[src/rtl/arcade_input_ctrl_if.sv]
// Player/coin signal bundle between the hps_io side and the input conditioning stage.
// ps2_key events are toggle-based (bit 64 flips once per event); there is no valid/ready
// handshake, every other signal is a level sampled each clk_sys cycle.
interface arcade_input_ctrl_if;
  logic [64:0] ps2_key;
  logic [15:0] joystick_0;
  logic [15:0] joystick_1;
  logic        orient_horz;
  logic        autofire_en;
  logic        coin;
  logic        start1;
  logic        start2;
  logic        left1;
  logic        right1;
  logic        fire1;
  logic        left2;
  logic        right2;
  logic        fire2;
  logic [1:0]  coin_state;

  modport master (
    output ps2_key, joystick_0, joystick_1, orient_horz, autofire_en,
    input  coin, start1, start2, left1, right1, fire1, left2, right2, fire2, coin_state
  );

  modport slave (
    input  ps2_key, joystick_0, joystick_1, orient_horz, autofire_en,
    output coin, start1, start2, left1, right1, fire1, left2, right2, fire2, coin_state
  );
endinterface

[src/rtl/arcade_input_ctrl.sv]
// Merges PS/2 keys and joysticks into registered galaga inputs, with orientation remap,
// coin pulse shaping/holdoff and per-player autofire.
module arcade_input_ctrl #(
  parameter int COIN_PULSE_CYC   = 1800000,
  parameter int COIN_HOLDOFF_CYC = 1800000,
  parameter int AUTOFIRE_HALF    = 900000
) (
  input logic                clk_sys,
  input logic                reset,
  arcade_input_ctrl_if.slave io
);
  localparam int COIN_MAX = (COIN_PULSE_CYC > COIN_HOLDOFF_CYC) ? COIN_PULSE_CYC : COIN_HOLDOFF_CYC;
  localparam int CW = $clog2(COIN_MAX) + 1;
  localparam int AW = $clog2(AUTOFIRE_HALF) + 1;

  typedef enum logic [1:0] {C_IDLE = 2'd0, C_PULSE = 2'd1, C_HOLD = 2'd2} coin_state_e;

  // keys bit order: 0 up, 1 down, 2 left, 3 right, 4 fire, 5 start1, 6 start2, 7 coin
  logic [7:0]    keys_q, keys_d;
  logic          key_tgl_q;
  logic          key_event, key_pressed;

  coin_state_e   coin_state_q, coin_state_d;
  logic [CW-1:0] coin_cnt_q, coin_cnt_d;
  logic          coin_q, coin_d;
  logic          coin_prev_q, raw_coin, coin_rise;

  logic [1:0]    fire_raw, fire_q, fire_d, fire_prev_q;
  logic [AW-1:0] af_cnt_q [2];
  logic [AW-1:0] af_cnt_d [2];
  logic          af_en_prev_q;

  logic [1:0]    left_src, right_src, left_d, right_d, left_q, right_q;
  logic          start1_d, start2_d, start1_q, start2_q;

  logic          unused_bits;
  assign unused_bits = ^{io.joystick_0[15:8], io.joystick_0[5],
                         io.joystick_1[15:8], io.joystick_1[5], io.ps2_key[23:16]};

  always_comb begin
    keys_d      = keys_q;
    key_event   = (io.ps2_key[64] != key_tgl_q);
    key_pressed = (io.ps2_key[15:8] != 8'hF0);
    if (key_event && (io.ps2_key[63:24] == 40'd0)) begin
      case (io.ps2_key[7:0])
        8'h75:   keys_d[0] = key_pressed;
        8'h72:   keys_d[1] = key_pressed;
        8'h6B:   keys_d[2] = key_pressed;
        8'h74:   keys_d[3] = key_pressed;
        8'h29:   keys_d[4] = key_pressed;
        8'h05:   keys_d[5] = key_pressed;
        8'h06:   keys_d[6] = key_pressed;
        8'h04:   keys_d[7] = key_pressed;
        default: keys_d    = keys_q;
      endcase
    end
  end

  // Rotated screen maps the joystick's down/up onto left/right.
  always_comb begin
    left_src[0]  = io.orient_horz ? (keys_q[1] | io.joystick_0[2]) : (keys_q[2] | io.joystick_0[1]);
    right_src[0] = io.orient_horz ? (keys_q[0] | io.joystick_0[3]) : (keys_q[3] | io.joystick_0[0]);
    left_src[1]  = io.orient_horz ? io.joystick_1[2] : io.joystick_1[1];
    right_src[1] = io.orient_horz ? io.joystick_1[3] : io.joystick_1[0];
    left_d       = left_src & ~right_src;
    right_d      = right_src & ~left_src;
    start1_d     = keys_q[5] | io.joystick_0[6];
    start2_d     = keys_q[6] | io.joystick_1[6];
    fire_raw[0]  = keys_q[4] | io.joystick_0[4];
    fire_raw[1]  = io.joystick_1[4];
  end

  always_comb begin
    coin_state_d = coin_state_q;
    coin_cnt_d   = coin_cnt_q;
    coin_d       = coin_q;
    raw_coin     = keys_q[7] | io.joystick_0[7] | io.joystick_1[7];
    coin_rise    = raw_coin & ~coin_prev_q;
    case (coin_state_q)
      C_IDLE: begin
        if (coin_rise) begin
          coin_state_d = C_PULSE;
          coin_d       = 1'b1;
          coin_cnt_d   = CW'(COIN_PULSE_CYC - 1);
        end
      end
      C_PULSE: begin
        if (coin_cnt_q == '0) begin
          coin_state_d = C_HOLD;
          coin_d       = 1'b0;
          coin_cnt_d   = CW'(COIN_HOLDOFF_CYC - 1);
        end else begin
          coin_cnt_d = coin_cnt_q - 1'b1;
        end
      end
      C_HOLD: begin
        if (coin_cnt_q == '0) coin_state_d = C_IDLE;
        else                  coin_cnt_d   = coin_cnt_q - 1'b1;
      end
      default: begin
        coin_state_d = C_IDLE;
        coin_d       = 1'b0;
        coin_cnt_d   = '0;
      end
    endcase
  end

  // A fresh press, or autofire just being enabled, restarts the phase with fire high.
  always_comb begin
    for (int p = 0; p < 2; p++) begin
      fire_d[p]   = fire_q[p];
      af_cnt_d[p] = af_cnt_q[p];
      if (!io.autofire_en) begin
        fire_d[p]   = fire_raw[p];
        af_cnt_d[p] = '0;
      end else if (!fire_raw[p]) begin
        fire_d[p]   = 1'b0;
        af_cnt_d[p] = '0;
      end else if (!fire_prev_q[p] || !af_en_prev_q) begin
        fire_d[p]   = 1'b1;
        af_cnt_d[p] = '0;
      end else if (af_cnt_q[p] == AW'(AUTOFIRE_HALF - 1)) begin
        fire_d[p]   = ~fire_q[p];
        af_cnt_d[p] = '0;
      end else begin
        af_cnt_d[p] = af_cnt_q[p] + 1'b1;
      end
    end
  end

  always_ff @(posedge clk_sys) begin
    if (reset) begin
      keys_q       <= '0;
      key_tgl_q    <= io.ps2_key[64];
      coin_state_q <= C_IDLE;
      coin_cnt_q   <= '0;
      coin_q       <= 1'b0;
      coin_prev_q  <= raw_coin;
      fire_q       <= '0;
      fire_prev_q  <= '0;
      af_cnt_q     <= '{default: '0};
      af_en_prev_q <= 1'b0;
      left_q       <= '0;
      right_q      <= '0;
      start1_q     <= 1'b0;
      start2_q     <= 1'b0;
    end else begin
      keys_q       <= keys_d;
      key_tgl_q    <= io.ps2_key[64];
      coin_state_q <= coin_state_d;
      coin_cnt_q   <= coin_cnt_d;
      coin_q       <= coin_d;
      coin_prev_q  <= raw_coin;
      fire_q       <= fire_d;
      fire_prev_q  <= fire_raw;
      af_cnt_q     <= af_cnt_d;
      af_en_prev_q <= io.autofire_en;
      left_q       <= left_d;
      right_q      <= right_d;
      start1_q     <= start1_d;
      start2_q     <= start2_d;
    end
  end

  assign io.coin       = coin_q;
  assign io.start1     = start1_q;
  assign io.start2     = start2_q;
  assign io.left1      = left_q[0];
  assign io.right1     = right_q[0];
  assign io.fire1      = fire_q[0];
  assign io.left2      = left_q[1];
  assign io.right2     = right_q[1];
  assign io.fire2      = fire_q[1];
  assign io.coin_state = coin_state_q;
endmodule

[src/flat_wrapper.sv]
// flat-port wrapper written by rule: the top's interface ports become plain ports
module arcade_input_ctrl_flat 
#(
  parameter int COIN_PULSE_CYC   = 1800000,
  parameter int COIN_HOLDOFF_CYC = 1800000,
  parameter int AUTOFIRE_HALF    = 900000
)
  (clk_sys, reset, io_ps2_key, io_joystick_0, io_joystick_1, io_orient_horz, io_autofire_en, io_coin, io_start1, io_start2, io_left1, io_right1, io_fire1, io_left2, io_right2, io_fire2, io_coin_state);
  arcade_input_ctrl_if io_i ();
  input logic clk_sys;
  input logic reset;
  input wire logic [$bits(io_i.ps2_key)-1:0] io_ps2_key;
  input wire logic [$bits(io_i.joystick_0)-1:0] io_joystick_0;
  input wire logic [$bits(io_i.joystick_1)-1:0] io_joystick_1;
  input wire logic [$bits(io_i.orient_horz)-1:0] io_orient_horz;
  input wire logic [$bits(io_i.autofire_en)-1:0] io_autofire_en;
  output wire logic [$bits(io_i.coin)-1:0] io_coin;
  output wire logic [$bits(io_i.start1)-1:0] io_start1;
  output wire logic [$bits(io_i.start2)-1:0] io_start2;
  output wire logic [$bits(io_i.left1)-1:0] io_left1;
  output wire logic [$bits(io_i.right1)-1:0] io_right1;
  output wire logic [$bits(io_i.fire1)-1:0] io_fire1;
  output wire logic [$bits(io_i.left2)-1:0] io_left2;
  output wire logic [$bits(io_i.right2)-1:0] io_right2;
  output wire logic [$bits(io_i.fire2)-1:0] io_fire2;
  output wire logic [$bits(io_i.coin_state)-1:0] io_coin_state;
  assign io_i.ps2_key = io_ps2_key;
  assign io_i.joystick_0 = io_joystick_0;
  assign io_i.joystick_1 = io_joystick_1;
  assign io_i.orient_horz = io_orient_horz;
  assign io_i.autofire_en = io_autofire_en;
  assign io_coin = io_i.coin;
  assign io_start1 = io_i.start1;
  assign io_start2 = io_i.start2;
  assign io_left1 = io_i.left1;
  assign io_right1 = io_i.right1;
  assign io_fire1 = io_i.fire1;
  assign io_left2 = io_i.left2;
  assign io_right2 = io_i.right2;
  assign io_fire2 = io_i.fire2;
  assign io_coin_state = io_i.coin_state;
  arcade_input_ctrl #(.COIN_PULSE_CYC(COIN_PULSE_CYC), .COIN_HOLDOFF_CYC(COIN_HOLDOFF_CYC), .AUTOFIRE_HALF(AUTOFIRE_HALF)) u_core (.clk_sys(clk_sys), .reset(reset), .io(io_i));
endmodule
[config.mk]
export PLATFORM = sky130hd
export DESIGN_NAME = arcade_input_ctrl_flat
export DESIGN_NICKNAME = d
export VERILOG_FILES = /design/src/rtl/arcade_input_ctrl_if.sv /design/src/rtl/arcade_input_ctrl.sv /design/src/flat_wrapper.sv
export SDC_FILE = /design/constraint.sdc
export NUM_CORES = 1
export LEC_CHECK = 0
export CAP_MARGIN = 5
export CORE_ASPECT_RATIO = 0.6
export CORE_MARGIN = 2
export CORE_UTILIZATION = 45
export DETAILED_ROUTE_END_ITERATION = 7
export PLACE_DENSITY = 0.85
export SLEW_MARGIN = 20
export SYNTH_ARGS = -nofsm -noshare
export SYNTH_HDL_FRONTEND = slang
export SYNTH_SLANG_ARGS = --single-unit
[constraint.sdc]
create_clock -name clk_sys -period 7.9 [get_ports clk_sys]
set_input_delay 1.185 -clock clk_sys [delete_from_list [all_inputs] [get_ports clk_sys]]
set_output_delay 1.185 -clock clk_sys [all_outputs]
set_load 0.05 [all_outputs]
==> results of run 1 <==
==> cells in the mapped netlist, types with 2 or more instances <==
| library cell | count |
|---|---|
| nor2b_1 | 5 |
| or4_4 | 3 |
| mux2i_1 | 4 |
| nand4_1 | 21 |
| or2_2 | 2 |
| nand2_1 | 35 |
| a31oi_1 | 4 |
| a21o_1 | 4 |
| o31ai_1 | 4 |
| a21oi_1 | 19 |
| inv_1 | 13 |
| clkbuf_1 | 13 |
| nand3b_1 | 4 |
| nand3_1 | 14 |
| buf_6 | 4 |
| and3_1 | 16 |
| o21ai_0 | 28 |
| nand2b_1 | 9 |
| o211ai_1 | 2 |
| nand4b_1 | 2 |
| a22o_1 | 3 |
| or3_1 | 2 |
| xor2_1 | 27 |
| xnor2_1 | 23 |
| o211a_1 | 2 |
| dfxtp_1 | 88 |
| nor4_1 | 21 |
| and3b_1 | 2 |
| o22ai_1 | 3 |
| nor2_1 | 88 |
| nor3_1 | 27 |
| or4_1 | 6 |
| ha_1 | 3 |
==> state kept, by name, summed over array words and instances, names as in the netlist <==
register / flops
u_core.left_q: 2
u_core.af_en_prev_q: 1
u_core.keys_q: 8
u_core.io.coin_state: 2
u_core.coin_cnt_q: 22
u_core.fire_q: 2
u_core.coin_prev_q: 1
u_core.right_q: 2
u_core.io.start2: 1
u_core.io.start1: 1
u_core.af_cnt_q: 42
u_core.fire_prev_q: 2
u_core.key_tgl_q: 1
u_core.io.coin: 1
==> critical path, delay by kind of cell <==
kind,cells,cell delay [ns]
mux,1,0.22
buf+inv,1,0.39
simple gates,4,1.90
==> worst max-delay path by stage <==
stage	slack (ns)	from	to	cells after the start
CTS	4.61	io_ps2_key[27]	u_core.keys_q[4]	6
floorplan	5.02	io_ps2_key[27]	u_core.keys_q[4]	5
global placement	4.39	io_ps2_key[27]	u_core.keys_q[4]	6
global route	4.32	u_core.coin_cnt_q[0]	u_core.coin_cnt_q[9]	8
detailed placement	4.25	io_ps2_key[27]	u_core.keys_q[4]	6
finish	4.48	io_ps2_key[27]	u_core.keys_q[4]	6
==> routing by layer <==
| metal | wire [um] | vias to the layer above | part of all wire [%] | track usage (%) |
|---|---|---|---|---|
| met4 | 109 | 0 | 0.98 | 5.16 |
| met2 | 5150 | 137 | 47 | 37.3 |
| li1 | - | 2000 | - | - |
| met1 | 5090 | 1890 | 46 | 29.3 |
| met5 | 0 | - | 0 | 0 |
| met3 | 717 | 10 | 6.5 | 5.76 |
==> metrics by stage <==
stage / cells / instance area, um^2 / power, mW / util, %
after floorplan: 520 / 4270 / 0.601 / -
after global placement: 718 / 5190 / 0.662 / 56.5
after detailed placement: 718 / 5190 / 0.669 / 56.5
after CTS: 734 / 5510 / 1.13 / 60.0
after global routing: 734 / 5510 / 1.17 / 60.0
final: 734 / 5510 / 1.12 / 60.0
==> area by class of cell <==
class	count	area, um^2	share of cell area, %
multi-input combinational	400	2350	42.7
inverter	13	48.8	0.885
clock buffer	10	229	4.15
sequential	88	1760	32.0
clock inverter	6	91.3	1.66
tap	130	163	2.95
timing repair buffer	87	866	15.7
==> logic make-up (layout without fill, tap and decap cells) <==
logic type / count (synthesis) / in the layout / share of synthesized area, %
AND/OR/NAND/NOR: 262 / 262 / 31.2
AO/OA/AOI/OAI: 81 / 81 / 11.8
XOR/XNOR: 50 / 50 / 10.3
buffers and inverters: 32 / 116 / 3.60
flip-flops: 88 / 88 / 41.3
multiplexers: 4 / 4 / 0.938
adder cells (fa/ha/maj): 3 / 3 / 0.879
==> placed cells by master (no fill, tap or decap), types with 3 or more instances in the layout <==
master            n
nand3_1          14
nand4_1          21
or4_1             6
nor2_1           88
a22o_1            3
a21o_1            4
o31ai_1           4
and3_1           16
clkdlybuf4s50_1  85
nor3_1           27
xnor2_1          23
inv_1            13
o22ai_1           3
nor4_1           21
ha_1              3
a31oi_1           4
dfxtp_1          88
or4_4             3
clkbuf_16         9
xor2_1           27
nand2b_1          9
nand3b_1          4
a21oi_1          19
nand2_1          35
mux2i_1           4
nor2b_1           5
o21ai_0          28
==> power by group through the flow <==
stage / clock network [mW] / registers [mW] / logic [mW]
floorplan: 0 / 0.496 / 0.105
global placement: 0 / 0.491 / 0.170
detailed placement: 0 / 0.493 / 0.176
CTS: 0.466 / 0.483 / 0.177
global route: 0.487 / 0.487 / 0.196
finish: 0.459 / 0.484 / 0.180
==> impl_metrics.ini, run 1 <==
[status]
run_status = completed

[routing]
first_iter_violations = 276
drc = 0
drtAntennaViolNets = 0
vias = 4037
wl_per_cell_um = 15.1
wl_mm = 11.1
vias_per_cell = 5.50
firstDrtPassIters = 7

[timing]
skew_ns = 0.00936
period_needed_ns = 3.42
setup_viol = 0
drv_slew = 0
maxSlewHeadroom_pct = 43.1
worst_pin_slew_ns = 0.846
final.setup.tns_ns = 0
min_period_over_period_pct = 43.3
setup_slack_ns = 4.48
hold_viol_final = 0
max_clock_freq_mhz = 293
whs_ns = 0.444
rsz0062_at_grt = no

[logic_synthesis]
avgSynthCellArea_um2 = 8.21
netlist_area_um2 = 4270
synth_ff_type = dfxtp_1
synthArstFlopShare_pct = 0
ys_warn_count = 0
synth_top_cell_area_share_pct = 41.3
yosys_register_bits = 88
synth_edf_count = 0
synth.distinct_cells = 52
synth_top_area_cell = dfxtp_1
synth_nets = 624
synth_area_leaders = dfxtp_1 (41%), nor2_1 (7.7%), xor2_1 (5.5%), xnor2_1 (4.7%), o21ai_0 (3.3%)
syn_inst = 520
ys_seq_area_share_pct = 41.3

[worst_setup_path]
worstPathCellList = clkdlybuf4s50_1, or4_1, nor4_1, nand4_1, nor4_1, mux2i_1
worstSetupStartpointType = primary input
cpMostUsedCell = nor4_1
rr_startpoint = u_core.coin_cnt_q[0]
critical_path_peak_fanout = 5
required_ns = 8.17
path_class = primary input to register
r2r_cells = 8
arrival_ns = 3.69
r2r_end = u_core.coin_cnt_q[9]
cp_slowest_stage_delay_ns = 0.72
end_kind = register
rrSetupSlack_ns = 4.63
cp_slowest_cell = nor4_1

[power_and_ir_drop]
sw_frac_of_total_pct = 26.6
power_density_nw_per_um2 = 204
p_comb_share_pct = 16.0
leakagePower_nw = 1.94
clockPowerShare_pct = 40.9
power.internal_uw = 825
p_seq_share_pct = 43.1
switchingPower_uw = 299
vdd_ir_drop_max_uv = 143

[placement]
dp_hpwl_mm = 8.13
place_ws_ns = 4.25
io_buffer_count = 85
gp_congestion = 0.909

[floorplan]
core-area_um2 = 9190
die_w_um = 130
start_util_pct = 46.5
fp-row-count = 27
fp.dieH_um = 79.4
fp.dieArea_um2 = 10300
io_pins = 112

[clocking]
cts_tree = done
cts-buffers-inserted = 9
clockRootBuffer = clkbuf_16
cts_resized = 0
path_clk_slew_ns = 0.06
htree_levels = 3
cts_hold_buf = 0
cts.path.max_buffers = 2
cts_sinks = 88
clock_latency_ns = 0.35
postCtsSetupBuffers = 0

[worst_hold_path]
holdPathEnd = u_core.af_cnt_q[21]
hp-class = register to register
min_path_cells = 1
hp-start = u_core.af_cnt_q[21]

[final_layout]
syn2layout_area_growth_pct = 29.1
layout.nets = 703
drive_above_1_share_pct = 4.47
antenna_cells = 0
nFillCells = 812

[global_route]
overflow = 0
grt_max_degree = 31
grt_pass1_vias = 3868
grt_first_pass_wirelength_mm = 18.2
antenna_found_initial = 0
gr-usage-all-layers_pct = 22.4

[job]
maxCapViolations = 0
Power figures use the tool's default switching activity.
==> run 2: changes to the inputs <==
Clock period 7.9 ns to 3.5 ns, I/O delays scaled along.
==> impl_metrics.ini, run 2 (same netlist as run 1, synthesis figures left out) <==
[clocking]
clock_latency_ns = 0.35
cts_tree = done
postCtsSetupBuffers = 0
cts_resized = 0
cts_sinks = 88
cts.path.max_buffers = 2
cts_hold_buf = 0
cts-buffers-inserted = 9
htree_levels = 3
clockRootBuffer = clkbuf_16
path_clk_slew_ns = 0.07

[timing]
final.setup.tns_ns = 0
maxSlewHeadroom_pct = 46.0
setup_viol = 0
setup_slack_ns = 0.715
max_clock_freq_mhz = 359
rsz0062_at_grt = no
hold_viol_final = 0
min_period_over_period_pct = 79.6
worst_pin_slew_ns = 0.807
skew_ns = 0.00769
drv_slew = 0
period_needed_ns = 2.78

[final_layout]
antenna_cells = 0
stdcell_area_um2 = 5510
utilization_pct = 60.0
largest_reg_flops = 42
nFillCells = 792
reg_top3 = u_core.af_cnt_q x42, u_core.coin_cnt_q x22, u_core.keys_q x8
regMostFlops = u_core.af_cnt_q
register_area_um2 = 1760
multi_input_area_um2 = 2350
layout.nets = 707
syn2layout_area_growth_pct = 29.1
mostFrequentLayoutCells = nor2_1 (88), dfxtp_1 (88), clkdlybuf4s50_1 (85), nand2_1 (35), o21ai_0 (28)
drive_above_1_share_pct = 5.26

[worst_setup_path]
r2r_end = u_core.coin_cnt_q[0]
worstPathCellList = or4_4, or4_4, or4_4, nand2_4, nand2_2, a2111oi_2
cp_slowest_stage_delay_ns = 0.64
end_kind = register
cpMostUsedCell = or4_4
path_class = register to register
critical-path-top-delay-family = simple AND/OR/NAND/NOR gates
r2r_cells = 6
arrival_ns = 3.02
critical_path_peak_fanout = 15
worstSetupStartpointType = register
required_ns = 3.74
rrSetupSlack_ns = 0.72
rr_startpoint = u_core.coin_cnt_q[9]
path_buf_inv = 0
cp_slowest_cell = or4_4

[placement]
io_buffer_count = 85
placed_cell_area_um2 = 5220
place_ws_ns = 0.755
gp_congestion = 0.909
dp_hpwl_mm = 8.07

[floorplan]
fp.dieH_um = 79.4
start_util_pct = 46.5
fp.dieArea_um2 = 10300
core-area_um2 = 9190
fp-row-count = 27
io_pins = 112
die_w_um = 130

[global_route]
grt_max_degree = 23
overflow = 0
grt_first_pass_wirelength_mm = 18.5
gr-usage-all-layers_pct = 22.7
grt_pass1_vias = 3975
antenna_found_initial = 0

[power_and_ir_drop]
clockPowerShare_pct = 38.2
p_seq_share_pct = 44.8
leakagePower_nw = 1.94
switchingPower_uw = 685
sw_frac_of_total_pct = 28.2
power_density_nw_per_um2 = 441
power.internal_mw = 1.75
vdd_ir_drop_max_uv = 286
p_comb_share_pct = 16.9

[routing]
vias = 4062
drc = 0
wl_mm = 10.9
drtAntennaViolNets = 0
wl_per_cell_um = 14.8
first_iter_violations = 281
vias_per_cell = 5.50
firstDrtPassIters = 6

[worst_hold_path]
min_path_cells = 1
hp-class = register to register
holdPathEnd = u_core.af_cnt_q[21]
hp-start = u_core.af_cnt_q[21]

[status]
run_status = completed

[job]
maxCapViolations = 0
==> run 2: cell count changes in the layout (fill, tap and decap cells not counted), sizes merged <==
cell      before  now
buf            2    6
bufinv         2    0
clkinv         3    1
clkinvlp       0    2
inv           14   16
==> run 2: metal layers <==
| metal | routed length [um] | track usage [%] | up-vias |
|---|---|---|---|
| met5 | 0 | 0 | - |
| met4 | 205 | 7.63 | 0 |
| met3 | 705 | 6.50 | 24 |
| met2 | 4940 | 36.8 | 137 |
| met1 | 5070 | 29.1 | 1888 |
| li1 | - | - | 2013 |
==> run 2: worst register-to-register path: stages, from the launching register on <==
cell       delay (ns)
dfxtp_1          0.38
or4_4            0.57
or4_4            0.55
or4_4            0.64
nand2_4          0.13
nand2_2          0.05
a2111oi_2        0.35
==> run 2: how the worst max path moves through the flow <==
stage	startpoint	to	slack, ns	depth (start not counted)
after global placement	u_core.coin_cnt_q[9]	u_core.coin_cnt_q[0]	0.81	6
after floorplan	u_core.coin_cnt_q[9]	u_core.io.coin	0.75	10
after global routing	u_core.coin_cnt_q[9]	u_core.coin_cnt_q[13]	0.61	6
after detailed placement	u_core.coin_cnt_q[9]	u_core.coin_cnt_q[0]	0.76	6
after CTS	u_core.coin_cnt_q[9]	u_core.coin_cnt_q[0]	0.73	6
final	u_core.coin_cnt_q[9]	u_core.coin_cnt_q[0]	0.72	6
==> run 2: layout make-up <==
cell class	instances	area share (%)
timing repair buffer	91	16.3
inverter	13	0.885
clock inverter	6	0.908
tap	130	2.95
sequential	88	32.0
multi-input combinational	400	42.7
clock buffer	10	4.34
==> run 2: through the flow <==
stage | instances | power, mW | hold WS (ns)
2_1_floorplan | 520 | 1.36 | 0.418
3_3_place_gp | 722 | 1.50 | 0.430
3_5_place_dp | 722 | 1.51 | 0.440
4_1_cts | 738 | 2.44 | 0.456
5_1_grt | 738 | 2.54 | 0.493
6_report | 738 | 2.43 | 0.453
==> run 2: power by group through the flow <==
stage / Sequential, mW / Combinational (mW) / Clock (mW)
floorplan: 1.12 / 0.238 / 0
global placement: 1.11 / 0.393 / 0
detailed placement: 1.11 / 0.402 / 0
CTS: 1.09 / 0.404 / 0.944
global route: 1.10 / 0.448 / 0.994
finish: 1.09 / 0.411 / 0.930
